--- src/rtl/pl_dmem_pkg.sv ---
// ---------------------------------------------------------------------------
// pl_dmem_pkg
// Shared constants for the data-memory arbiter slice.
//   - FSM state encodings (IDLE / ACCESS / RESP)
//   - one-hot grant encodings for the two requesters
//   - default width of the address window decoded by the memory block
// No ports; imported by pl_dmem_arbiter.
// ---------------------------------------------------------------------------
package pl_dmem_pkg;

   // FSM state encodings
   localparam logic [1:0] S_IDLE   = 2'd0;
   localparam logic [1:0] S_ACCESS = 2'd1;
   localparam logic [1:0] S_RESP   = 2'd2;

   // One-hot transaction owner; GNT_NONE while the port is idle
   localparam logic [1:0] GNT_NONE = 2'b00;
   localparam logic [1:0] GNT_R0   = 2'b01;
   localparam logic [1:0] GNT_R1   = 2'b10;

   // Low address bits decoded by the memory block; anything above is out of window
   localparam int WIN_BITS_DEF = 8;

endpackage

--- src/rtl/pl_dmem_arbiter_rr_arb2.sv ---
// ---------------------------------------------------------------------------
// rr_arb2
// Combinational two-way round-robin picker.
// Ports:
//   req  [1:0] in   pending requests (bit 0 = requester 0)
//   last       in   index of the requester granted most recently
//   gnt  [1:0] out  one-hot winner, 00 when no request is pending
// On a tie the requester that is not 'last' wins.
// ---------------------------------------------------------------------------
module rr_arb2 (
   input  logic [1:0] req,
   input  logic       last,
   output logic [1:0] gnt
);

   always_comb begin
      gnt = 2'b00;
      case (req)
         2'b01:   gnt = 2'b01;
         2'b10:   gnt = 2'b10;
         // Tie: hand the port to whoever did not have it last
         2'b11:   gnt = last ? 2'b01 : 2'b10;
         default: gnt = 2'b00;
      endcase
   end

endmodule

--- src/rtl/pl_dmem_arbiter.sv ---
// ---------------------------------------------------------------------------
// pl_dmem_arbiter
// Two-requester round-robin arbiter and sequencer in front of the
// data-memory / I-O block. Requester 0 is the pipeline MEM stage,
// requester 1 the I/O DMA/loader. One access at a time:
//   IDLE   -> pick a winner, latch its request
//   ACCESS -> drive the memory port from the latches, capture dataout
//   RESP   -> one-cycle ack to the owner; may hand over directly to
//             the other requester
// Ports:
//   clock, clrn                   clock (rising edge), sync active-low reset
//   rN_req/we/addr/wdata          requester N request (held until rN_ack)
//   rN_ack/rdata/err              requester N one-cycle response
//   mem_addr/datain/we            shared memory port (registered sources)
//   mem_dataout                   memory read data
//   grant                         one-hot current owner, 00 when idle
// ---------------------------------------------------------------------------
module pl_dmem_arbiter
   import pl_dmem_pkg::*;
#(
   parameter int ADDR_W   = 32,
   parameter int DATA_W   = 32,
   parameter int WIN_BITS = WIN_BITS_DEF
) (
   input  logic              clock,
   input  logic              clrn,

   input  logic              r0_req,
   input  logic              r0_we,
   input  logic [ADDR_W-1:0] r0_addr,
   input  logic [DATA_W-1:0] r0_wdata,
   output logic              r0_ack,
   output logic [DATA_W-1:0] r0_rdata,
   output logic              r0_err,

   input  logic              r1_req,
   input  logic              r1_we,
   input  logic [ADDR_W-1:0] r1_addr,
   input  logic [DATA_W-1:0] r1_wdata,
   output logic              r1_ack,
   output logic [DATA_W-1:0] r1_rdata,
   output logic              r1_err,

   output logic [ADDR_W-1:0] mem_addr,
   output logic [DATA_W-1:0] mem_datain,
   output logic              mem_we,
   input  logic [DATA_W-1:0] mem_dataout,

   output logic [1:0]        grant
);

   // ---------------------------------------------------------------
   // State and latches
   // ---------------------------------------------------------------
   logic [1:0]        state_q, state_d;
   logic [1:0]        grant_q, grant_d;
   logic              last_q,  last_d;
   logic [ADDR_W-1:0] addr_q,  addr_d;
   logic [DATA_W-1:0] wdata_q, wdata_d;
   logic              we_q,    we_d;
   logic [DATA_W-1:0] rdata_q, rdata_d;
   logic              err_q,   err_d;

   logic [1:0]        arb_req;
   logic [1:0]        arb_gnt;
   logic              out_of_window;
   logic              in_access;
   logic              in_resp;

   assign in_access     = (state_q == S_ACCESS);
   assign in_resp       = (state_q == S_RESP);
   // Any set bit above the decoded window means the memory block would alias
   assign out_of_window = |addr_q[ADDR_W-1:WIN_BITS];

   // ---------------------------------------------------------------
   // Arbitration
   // In RESP the owner's req still belongs to the transaction being
   // acknowledged, so it is masked; only the other requester can win
   // a direct hand-over. Elsewhere than IDLE/RESP nobody can win.
   // ---------------------------------------------------------------
   always_comb begin
      arb_req = 2'b00;
      case (state_q)
         S_IDLE:  arb_req = {r1_req, r0_req};
         S_RESP:  arb_req = {r1_req, r0_req} & ~grant_q;
         default: arb_req = 2'b00;
      endcase
   end

   rr_arb2 u_rr_arb2 (
      .req  (arb_req),
      .last (last_q),
      .gnt  (arb_gnt)
   );

   // ---------------------------------------------------------------
   // Next-state logic
   // ---------------------------------------------------------------
   always_comb begin
      state_d = state_q;
      grant_d = grant_q;
      last_d  = last_q;
      addr_d  = addr_q;
      wdata_d = wdata_q;
      we_d    = we_q;
      rdata_d = rdata_q;
      err_d   = err_q;

      case (state_q)
         S_IDLE, S_RESP: begin
            if (arb_gnt != GNT_NONE) begin
               grant_d = arb_gnt;
               last_d  = (arb_gnt == GNT_R1);
               if (arb_gnt == GNT_R1) begin
                  addr_d  = r1_addr;
                  wdata_d = r1_wdata;
                  we_d    = r1_we;
               end else begin
                  addr_d  = r0_addr;
                  wdata_d = r0_wdata;
                  we_d    = r0_we;
               end
               state_d = S_ACCESS;
            end else begin
               grant_d = GNT_NONE;
               state_d = S_IDLE;
            end
         end

         S_ACCESS: begin
            err_d = out_of_window;
            // Writes and rejected accesses return zero rather than
            // whatever the memory happens to present on dataout
            if (out_of_window || we_q) begin
               rdata_d = '0;
            end else begin
               rdata_d = mem_dataout;
            end
            state_d = S_RESP;
         end

         default: begin
            grant_d = GNT_NONE;
            state_d = S_IDLE;
         end
      endcase
   end

   // ---------------------------------------------------------------
   // Registers
   // ---------------------------------------------------------------
   always_ff @(posedge clock) begin
      if (!clrn) begin
         state_q <= S_IDLE;
         grant_q <= GNT_NONE;
         last_q  <= 1'b1;     // requester 0 wins the first tie
         addr_q  <= '0;
         wdata_q <= '0;
         we_q    <= 1'b0;
         rdata_q <= '0;
         err_q   <= 1'b0;
      end else begin
         state_q <= state_d;
         grant_q <= grant_d;
         last_q  <= last_d;
         addr_q  <= addr_d;
         wdata_q <= wdata_d;
         we_q    <= we_d;
         rdata_q <= rdata_d;
         err_q   <= err_d;
      end
   end

   // ---------------------------------------------------------------
   // Outputs
   // The memory port is driven straight from the latches, so the
   // requesters are free to change their inputs once granted. The
   // write strobe exists only in ACCESS, which always lasts a single
   // cycle and is always followed by RESP.
   // ---------------------------------------------------------------
   assign mem_addr   = addr_q;
   assign mem_datain = wdata_q;
   assign mem_we     = in_access && we_q && !out_of_window;

   assign grant      = grant_q;

   assign r0_ack     = in_resp && (grant_q == GNT_R0);
   assign r1_ack     = in_resp && (grant_q == GNT_R1);
   assign r0_err     = r0_ack && err_q;
   assign r1_err     = r1_ack && err_q;
   assign r0_rdata   = rdata_q;
   assign r1_rdata   = rdata_q;

endmodule

--- config.mk ---
export PLATFORM = sky130hd
export DESIGN_NAME = pl_dmem_arbiter
export DESIGN_NICKNAME = d
export VERILOG_FILES = /design/src/rtl/pl_dmem_pkg.sv /design/src/rtl/pl_dmem_arbiter_rr_arb2.sv /design/src/rtl/pl_dmem_arbiter.sv
export SDC_FILE = /design/constraint.sdc
export NUM_CORES = 1
export LEC_CHECK = 0
export CAP_MARGIN = 40
export CORE_MARGIN = 10
export CORE_UTILIZATION = 37
export DETAILED_ROUTE_END_ITERATION = 8
export PLACE_DENSITY = 0.85
export SETUP_SLACK_MARGIN = 0.2
export SYNTH_ARGS = -nofsm -noshare
export SYNTH_HDL_FRONTEND = slang
export SYNTH_SLANG_ARGS = --single-unit
--- constraint.sdc ---
create_clock -name clock -period 2.6 [get_ports clock]
set_input_delay 0.78 -clock clock [delete_from_list [all_inputs] [get_ports clock]]
set_output_delay 0.78 -clock clock [all_outputs]
set_load 0.01 [all_outputs]
==> flow_summary.html, run 1 <==
<table>
<tr><th>Metric</th><th>Value</th></tr>
<tr><th colspan="2">Run status</th></tr>
<tr><td>Result of the run</td><td>finished clean</td></tr>
<tr><th colspan="2">Route</th></tr>
<tr><td>DRC violations left</td><td>0</td></tr>
<tr><td>Post-DR wirelength/cell</td><td>21.7 um</td></tr>
<tr><td>Residual antenna-violating net count after detailed routing</td><td>0</td></tr>
<tr><td>Iteration-0 DRC Markers</td><td>285</td></tr>
<tr><td>Overall via count from detail_route</td><td>4136</td></tr>
<tr><td>Number of detailed-routing iterations run before antenna repair</td><td>4</td></tr>
<tr><td>Total routed wirelength</td><td>17.7 mm</td></tr>
<tr><td>Via density</td><td>5.09</td></tr>
<tr><th colspan="2">Worst setup path</th></tr>
<tr><td>Required time of the worst setup path</td><td>1.82 ns</td></tr>
<tr><td>Critical path cell sequence</td><td>nor4_2, nand3_2, nor2_4, and2_4, buf_6</td></tr>
<tr><td>Critical path origin</td><td>mem_addr[20]$_SDFFE_PN0P_</td></tr>
<tr><td>Master of the slowest instance on the critical path</td><td>nor4_2</td></tr>
<tr><td>Start of the worst register-to-register path</td><td>mem_addr[19]$_SDFFE_PN0P_</td></tr>
<tr><td>Crit path max fanout</td><td>3</td></tr>
<tr><td>Stage delay of the slowest cell on the critical path</td><td>0.35 ns</td></tr>
<tr><td>Top cell family by delay on the critical path</td><td>simple AND/OR/NAND/NOR gates</td></tr>
<tr><td>Arr. time, crit path</td><td>1.62 ns</td></tr>
<tr><td>Count of buffer and inverter cells on the critical path</td><td>1</td></tr>
<tr><td>Number of cells traversed by the worst register-to-register path</td><td>6</td></tr>
<tr><td>Crit path kind</td><td>flop to primary output</td></tr>
<tr><td>Endpoint type of the worst setup path</td><td>primary output</td></tr>
<tr><td>CP Launch Type</td><td>flop</td></tr>
<tr><td>Instance count on the critical path</td><td>5</td></tr>
<tr><th colspan="2">Synth</th></tr>
<tr><td>Proportion of synthesized chip area in sequential cells</td><td>around half</td></tr>
<tr><td>Synth async-reset ratio</td><td>0%</td></tr>
<tr><td>Adder-cell share of the synthesized area</td><td>0%</td></tr>
<tr><td>Number of enable-type register cells in the synthesized netlist</td><td>0</td></tr>
<tr><td>Synth area leaders</td><td>dfxtp_1 (49%), mux2i_1 (8.1%), a221o_1 (7.4%), buf_4 (7.0%), a22o_1 (6.7%)</td></tr>
<tr><td>Cell variety after synth</td><td>31</td></tr>
<tr><td>Synthesized-area fraction occupied by and/or/nand/nor cells</td><td>12.2%</td></tr>
<tr><td>Share of the synthesized area in compound gates (AO/OA/AOI/OAI)</td><td>19.9%</td></tr>
<tr><td>Multiplexer share of the synthesized area</td><td>8.13%</td></tr>
<tr><td>Post-Synth XOR/XNOR Area</td><td>0%</td></tr>
<tr><td>Number of warnings reported in the yosys synthesis log</td><td>0</td></tr>
<tr><td>Commonest register cell after synthesis</td><td>dfxtp_1</td></tr>
<tr><td>Post-synth top area share</td><td>about half</td></tr>
<tr><td>Post-Syn Area per Cell</td><td>about 10 um^2</td></tr>
<tr><td>Flip-flop and latch count after synthesis</td><td>between 100 and 150</td></tr>
<tr><td>Main combinational cell family by area after synthesis</td><td>compound AO/OA/AOI/OAI gates</td></tr>
<tr><td>Synth Cell Area</td><td>0.00419 mm^2</td></tr>
<tr><td>Cell type with the largest total area after synthesis</td><td>dfxtp_1</td></tr>
<tr><td>Syn Inst Count</td><td>400</td></tr>
<tr><td>Post-synth net total</td><td>566</td></tr>
<tr><th colspan="2">Die</th></tr>
<tr><td>Die boundary height</td><td>126 um</td></tr>
<tr><td>Die Wd</td><td>around 130 um</td></tr>
<tr><td>Number of placed I/O pins</td><td>301</td></tr>
<tr><td>Die area</td><td>around 0.016 mm^2</td></tr>
<tr><td>Effective utilization at floorplan</td><td>38.3%</td></tr>
<tr><td>Number of core rows</td><td>38</td></tr>
<tr><td>Placeable core region</td><td>0.0109 mm^2</td></tr>
<tr><th colspan="2">Timing</th></tr>
<tr><td>Setup tns final</td><td>0 ns</td></tr>
<tr><td>Layout Skew</td><td>0.00784 ns</td></tr>
<tr><td>Fmax</td><td>between 400 and 500 MHz</td></tr>
<tr><td>Slew at the pin closest to its max-slew limit</td><td>0.370 ns</td></tr>
<tr><td>Minimum clock period</td><td>2.40 ns</td></tr>
<tr><td>Endpoints failing setup</td><td>0</td></tr>
<tr><td>Slew HR</td><td>75.1%</td></tr>
<tr><td>Final hold violation count</td><td>0</td></tr>
<tr><td>Slew Limit Fails</td><td>0</td></tr>
<tr><td>Period utilization</td><td>92.1%</td></tr>
<tr><td>Unrepaired setup endpoints after global routing</td><td>yes</td></tr>
<tr><th colspan="2">Placed design</th></tr>
<tr><td>Count of buffers from port buffering</td><td>300</td></tr>
<tr><td>HPWL after detailed placement</td><td>14.3 mm</td></tr>
<tr><td>Post-DP Area</td><td>a little over 0.007 mm^2</td></tr>
<tr><td>Final weighted congestion in routability-driven placement</td><td>0.874</td></tr>
<tr><th colspan="2">Clocking</th></tr>
<tr><td>Number of hold buffers added after CTS</td><td>0</td></tr>
<tr><td>Cell at the root of the clock tree</td><td>clkbuf_16</td></tr>
<tr><td>Post-CTS clock slew at the launch and capture registers of the worst setup and hold paths</td><td>0.07 ns</td></tr>
<tr><td>CTS tree</td><td>built</td></tr>
<tr><td>Clock sink count</td><td>103</td></tr>
<tr><td>Number of levels in the clock H-tree</td><td>3</td></tr>
<tr><td>Clock latency of the later-clocked register in the worst-skew pair</td><td>0.35 ns</td></tr>
<tr><td>Number of buffers on the longest clock path</td><td>2</td></tr>
<tr><td>TritonCTS buffer count</td><td>9</td></tr>
<tr><th colspan="2">Layout</th></tr>
<tr><td>Fraction of layout cells with a size suffix above 1</td><td>8.02%</td></tr>
<tr><td>Commonest non-fill, non-tap cell in the layout</td><td>clkdlybuf4s50_1</td></tr>
<tr><td>Net total in the final layout</td><td>834</td></tr>
<tr><td>Final core utilization</td><td>between 60% and 70%</td></tr>
<tr><td>Antenna diode count</td><td>0</td></tr>
<tr><td>Filler Cells Inserted</td><td>795</td></tr>
<tr><td>Commonest cells after routing, fill and taps aside</td><td>clkdlybuf4s50_1 (295), dfxtp_1 (99), nand2_1 (38)</td></tr>
<tr><td>Layout overhead on the synthesized area</td><td>79.7%</td></tr>
<tr><td>Finished layout cell area</td><td>0.00752 mm^2</td></tr>
<tr><th colspan="2">Hold path</th></tr>
<tr><td>Worst Hold Class</td><td>flop to flop</td></tr>
<tr><td>Hold_sp</td><td>mem_datain[30]$_SDFFE_PN0P_</td></tr>
<tr><td>Hold Path Cell Cnt</td><td>2</td></tr>
<tr><th colspan="2">GRT</th></tr>
<tr><td>Congestion Overflow GR</td><td>0</td></tr>
<tr><td>Global routing usage summed across all routing layers</td><td>21.1%</td></tr>
<tr><td>Pin count of the biggest net entering global routing</td><td>37</td></tr>
<tr><td>Number of global-route vias before repair</td><td>approximately 4400</td></tr>
<tr><td>Initial antenna violation count</td><td>2</td></tr>
<tr><td>Global-route wire length before repair</td><td>26.4 mm</td></tr>
<tr><th colspan="2">Flow run</th></tr>
<tr><td>Max capacitance violation total</td><td>0</td></tr>
<tr><th colspan="2">Power</th></tr>
<tr><td>Sequential fraction of design power</td><td>a little under half</td></tr>
<tr><td>Clock power share</td><td>32.7%</td></tr>
<tr><td>Worst VDD drop</td><td>0.000340 V</td></tr>
<tr><td>Switching part of the total</td><td>26.2%</td></tr>
<tr><td>Internal Dissipation</td><td>2.89 mW</td></tr>
<tr><td>Combinational fraction of design power</td><td>22.2%</td></tr>
<tr><td>Switching Power</td><td>1.03 mW</td></tr>
<tr><td>P per Cell Area</td><td>521 mW/mm^2</td></tr>
<tr><td>Pleak</td><td>2.96 nW</td></tr>
</table>
==> worst register-to-register path, cell delays in order, from the launching register on <==
cell and delay [ns]:
dfxtp_4 0.36, nor4_4 0.29, nand4_1 0.22, buf_4 0.20
nor4_4 0.28, buf_12 0.23, a22o_1 0.17
==> routing by layer <==
metal | track usage [%] | vias to the layer above | wire [um]
met5 | 0 | - | 27
met4 | 8.31 | 4 | 438
met3 | 8.58 | 28 | 1670
met2 | 37.1 | 200 | 8970
met1 | 21.8 | 1951 | 6560
li1 | - | 1953 | -
==> path summary, 6_finish.rpt <==
kind | slack [ns] | to
hold reg to reg | 0.45 | mem_datain[30]$_SDFFE_PN0P_
setup / recovery | 0.20 | mem_we
setup reg to reg | 0.78 | r0_rdata[4]$_SDFFE_PN0P_
hold / removal | 0.45 | mem_datain[30]$_SDFFE_PN0P_
==> state kept, by name, indices dropped and copies added (netlist names) <==
| register | cells |
|---|---|
| err_q | 1 |
| we_q | 1 |
| mem_addr | 32 |
| mem_datain | 32 |
| last_q | 1 |
| state_q | 2 |
| r0_rdata | 32 |
| grant | 2 |
==> per-stage QoR <==
stage	instances	worst slack (ns)	hold WS [ns]	total power, mW
finish	813	0.205	0.451	3.92
CTS	810	0.00202	0.454	3.94
global placement	794	0.0697	0.434	2.62
floorplan	400	0.600	0.470	2.08
global route	813	0.146	0.475	4.09
detailed placement	794	0.0336	0.444	2.64
==> synth_stat cells (all sizes together), types with 2 or more instances <==
| master | count |
|---|---|
| dfxtp | 103 |
| buf | 51 |
| nand2 | 38 |
| and2 | 37 |
| o21ai | 35 |
| mux2i | 34 |
| a22o | 32 |
| a221o | 31 |
| clkbuf | 9 |
| nor4 | 7 |
| nor2 | 5 |
| a21oi | 2 |
| inv | 2 |
| nor4bb | 2 |
==> kinds of logic after synthesis <==
group / after synthesis
compound gates: 107
buf+inv: 62
flops: 103
mux: 34
simple gates: 94
==> area by class of cell <==
type | count | area (um^2) | share of cell area (%)
clock buffer | 9 | 225 | 2.99
clock inverter | 7 | 56.3 | 0.748
inverter | 2 | 7.51 | 0.0998
multi-input combinational | 235 | 1790 | 23.7
sequential | 103 | 2070 | 27.5
tap | 140 | 175 | 2.33
timing repair buffer | 317 | 3200 | 42.6
==> power groups by stage <==
| stage | Clock, mW | Combinational [mW] | Sequential (mW) |
|---|---|---|---|
| 4_1_cts | 1.32 | 0.862 | 1.76 |
| 2_1_floorplan | 0 | 0.258 | 1.83 |
| 3_5_place_dp | 0 | 0.851 | 1.79 |
| 6_report | 1.28 | 0.871 | 1.77 |
| 3_3_place_gp | 0 | 0.834 | 1.79 |
| 5_1_grt | 1.37 | 0.932 | 1.78 |
==> timing repair <==
action	in CTS	in global routing
resized for setup	11	20
setup endpoints to repair	5	2
pin swaps	0	7
endpoints found under the hold margin	0	0
setup buffers	0	3
Note: power is estimated with default switching activity, not from simulation.
==> run 2: changes to the inputs <==
- CORE_AREA: not set -> 2 2 116 118
- CORE_MARGIN: 10 -> not set
- CORE_UTILIZATION: 37 -> not set
- DIE_AREA: not set -> 0 0 118 120
- HOLD_SLACK_MARGIN: not set -> 0.03
- PLACE_DENSITY: 0.85 -> 0.76
- SETUP_SLACK_MARGIN: 0.2 -> 0.02
==> run 2 against run 1 <==
Net effect:
- core utilization decreased by 11 points
- sequential share of layout area is 0.22 points lower
- hold slack got worse by 0.0018 ns
- cell count is 5.3% higher
- maximum frequency shrank 3.7%
- flip-flop and latch count stayed put
- non-clock buffer count rose by 7
- clock power hardly changed
- final area up 0.32%
- critical path type unchanged
- largest cell class unchanged
- largest power group unchanged
- highest routed layer is now met4
==> flow_summary.html, run 2 (synthesis gave the netlist of run 1 again) <==
<table>
<tr><th>Metric</th><th>Value</th></tr>
<tr><th colspan="2">Run status</th></tr>
<tr><td>Result of the run</td><td>finished clean</td></tr>
<tr><th colspan="2">Power</th></tr>
<tr><td>Pleak</td><td>slightly below 3 nW</td></tr>
<tr><td>Worst VDD drop</td><td>0.000313 V</td></tr>
<tr><td>P per Cell Area</td><td>518 mW/mm^2</td></tr>
<tr><td>Tot Pwr</td><td>approximately 3.9 mW</td></tr>
<tr><th colspan="2">Route</th></tr>
<tr><td>Via density</td><td>4.77</td></tr>
<tr><td>DRC violations left</td><td>0</td></tr>
<tr><td>Overall via count from detail_route</td><td>around 4100</td></tr>
<tr><td>Iteration-0 DRC Markers</td><td>157</td></tr>
<tr><td>Total routed wirelength</td><td>approximately 14 mm</td></tr>
<tr><td>Number of detailed-routing iterations run before antenna repair</td><td>4</td></tr>
<tr><td>Post-DR wirelength/cell</td><td>between 15 and 20 um</td></tr>
<tr><td>Residual antenna-violating net count after detailed routing</td><td>0</td></tr>
<tr><th colspan="2">GRT</th></tr>
<tr><td>Congestion Overflow GR</td><td>0</td></tr>
<tr><td>Global routing usage summed across all routing layers</td><td>approximately 20%</td></tr>
<tr><td>Number of global-route vias before repair</td><td>4172</td></tr>
<tr><td>Pin count of the biggest net entering global routing</td><td>33</td></tr>
<tr><td>Global-route wire length before repair</td><td>22.1 mm</td></tr>
<tr><td>Initial antenna violation count</td><td>0</td></tr>
<tr><th colspan="2">Timing</th></tr>
<tr><td>Slew HR</td><td>67.9%</td></tr>
<tr><td>Unrepaired setup endpoints after global routing</td><td>no</td></tr>
<tr><td>Final hold violation count</td><td>0</td></tr>
<tr><td>Slew at the pin closest to its max-slew limit</td><td>between 0.4 and 0.5 ns</td></tr>
<tr><td>Period utilization</td><td>between 90% and 100%</td></tr>
<tr><td>Minimum clock period</td><td>2.49 ns</td></tr>
<tr><td>Setup tns final</td><td>0 ns</td></tr>
<tr><td>Endpoints failing setup</td><td>0</td></tr>
<tr><td>Layout Skew</td><td>about 0.0075 ns</td></tr>
<tr><td>Final worst slack</td><td>0.113 ns</td></tr>
<tr><td>Slew Limit Fails</td><td>0</td></tr>
<tr><td>Fmax</td><td>402 MHz</td></tr>
<tr><td>Worst hold slack across all endpoints</td><td>between 0.4 and 0.5 ns</td></tr>
<tr><th colspan="2">Layout</th></tr>
<tr><td>Layout overhead on the synthesized area</td><td>80.3%</td></tr>
<tr><td>Net total in the final layout</td><td>~840</td></tr>
<tr><td>Commonest non-fill, non-tap cell in the layout</td><td>clkdlybuf4s50_1</td></tr>
<tr><td>Antenna diode count</td><td>0</td></tr>
<tr><td>Commonest cells after routing, fill and taps aside</td><td>clkdlybuf4s50_1 (296), dfxtp_1 (103), nand2_1 (38)</td></tr>
<tr><td>Fraction of layout cells with a size suffix above 1</td><td>7.65%</td></tr>
<tr><th colspan="2">Placed design</th></tr>
<tr><td>Count of buffers from port buffering</td><td>300</td></tr>
<tr><td>Setup slack at placement</td><td>-0.0158 ns</td></tr>
<tr><td>HPWL after detailed placement</td><td>11.1 mm</td></tr>
<tr><td>Final weighted congestion in routability-driven placement</td><td>about 0.8</td></tr>
<tr><th colspan="2">Die</th></tr>
<tr><td>Die boundary height</td><td>120 um</td></tr>
<tr><td>Placeable core region</td><td>0.0130 mm^2</td></tr>
<tr><td>Die area</td><td>0.0142 mm^2</td></tr>
<tr><td>Effective utilization at floorplan</td><td>approximately 32%</td></tr>
<tr><td>Number of placed I/O pins</td><td>301</td></tr>
<tr><td>Number of core rows</td><td>42</td></tr>
<tr><td>Die Wd</td><td>118 um</td></tr>
<tr><th colspan="2">Clocking</th></tr>
<tr><td>Number of buffers on the longest clock path</td><td>2</td></tr>
<tr><td>CTS tree</td><td>built</td></tr>
<tr><td>Clock sink count</td><td>103</td></tr>
<tr><td>Number of levels in the clock H-tree</td><td>3</td></tr>
<tr><td>Clock latency of the later-clocked register in the worst-skew pair</td><td>roughly 0.35 ns</td></tr>
<tr><td>Post-CTS clock slew at the launch and capture registers of the worst setup and hold paths</td><td>0.07 ns</td></tr>
<tr><td>TritonCTS buffer count</td><td>9</td></tr>
<tr><td>Cell at the root of the clock tree</td><td>clkbuf_16</td></tr>
<tr><th colspan="2">Worst setup path</th></tr>
<tr><td>CP Launch Type</td><td>flop</td></tr>
<tr><td>Critical path origin</td><td>state_q[1]$_SDFF_PN0_</td></tr>
<tr><td>Required time of the worst setup path</td><td>1.82 ns</td></tr>
<tr><td>Start of the worst register-to-register path</td><td>mem_addr[9]$_SDFFE_PN0P_</td></tr>
<tr><td>Arr. time, crit path</td><td>1.71 ns</td></tr>
<tr><td>Crit path max fanout</td><td>6</td></tr>
<tr><td>Worst-case register-to-register setup slack</td><td>around 0.8 ns</td></tr>
<tr><td>Worst setup path endpoint</td><td>r1_ack</td></tr>
<tr><td>Capturing point of the worst reg2reg path</td><td>r0_rdata[9]$_SDFFE_PN0P_</td></tr>
<tr><td>Endpoint type of the worst setup path</td><td>primary output</td></tr>
<tr><td>Crit path kind</td><td>flop to primary output</td></tr>
<tr><td>Number of cells traversed by the worst register-to-register path</td><td>6</td></tr>
<tr><th colspan="2">Hold path</th></tr>
<tr><td>Worst Hold Class</td><td>flop to flop</td></tr>
<tr><th colspan="2">Flow run</th></tr>
<tr><td>Max capacitance violation total</td><td>0</td></tr>
</table>
## run 2: per-layer routing
| metal | GRT usage [%] | wire length (um) | vias to the layer above |
|---|---|---|---|
| li1 | - | - | 1973 |
| met4 | 9.56 | 407 | 0 |
| met3 | 4.90 | 995 | 25 |
| met5 | 0 | 0 | - |
| met1 | 21.9 | 5700 | 1896 |
| met2 | 35.2 | 7160 | 186 |
## run 2: layout make-up
cell class                      instances  area (um^2)
Fill cell                            1119         5430
Timing Repair Buffer                  324         3250
Sequential cell                       103         2060
Multi-Input combinational cell        235         1730
Clock buffer                            9          225
Tap cell                              176          220
Clock inverter                          7         56.3
Inverter                                2         7.51
## run 2: per-stage QoR
stage,instance area (um^2),utilization [%],cells
after floorplan,4190,-,400
final,7550,58.1,856
after detailed placement,7220,55.6,838
after CTS,7530,58.0,855
after global placement,7200,55.5,837
after global routing,7550,58.1,856
## run 2: repair_timing
action,4_1_cts,5_1_grt
setup endpoints to repair,5,3
hold buffers,0,0
resized for setup,9,4
pin swaps,5,3
setup buffers,1,1
## run 2: critical path, cell delays in order (launching register included)
cell and delay [ns]:
dfxtp_1 0.42, nor4bb_4 0.33, clkdlybuf4s50_1 0.61
## run 2: how the worst min path moves through the flow
stage / to / from / depth (start not counted)
6_report: mem_datain[23]$_SDFFE_PN0P_ / mem_datain[23]$_SDFFE_PN0P_ / 2
4_1_cts: mem_datain[10]$_SDFFE_PN0P_ / mem_datain[10]$_SDFFE_PN0P_ / 2
3_5_place_dp: mem_datain[10]$_SDFFE_PN0P_ / mem_datain[10]$_SDFFE_PN0P_ / 2
2_1_floorplan: we_q$_SDFFE_PN0P_ / we_q$_SDFFE_PN0P_ / 2
5_1_grt: mem_datain[23]$_SDFFE_PN0P_ / mem_datain[23]$_SDFFE_PN0P_ / 2
3_3_place_gp: mem_datain[30]$_SDFFE_PN0P_ / mem_datain[30]$_SDFFE_PN0P_ / 2
## run 2: power breakdown
part	internal, mW	switching, mW	leakage, nW	total (mW)
clock	0.660	0.626	0.136	1.29
combinational	0.546	0.314	2.00	0.861
sequential	1.69	0.0739	0.844	1.76
total	2.89	1.01	2.98	3.91
==> run 3: changes to the inputs <==
- ABC_AREA: not set -> 0
==> results of run 3 <==
No change in the layout: final DEF, timing and power equal those of run 2.
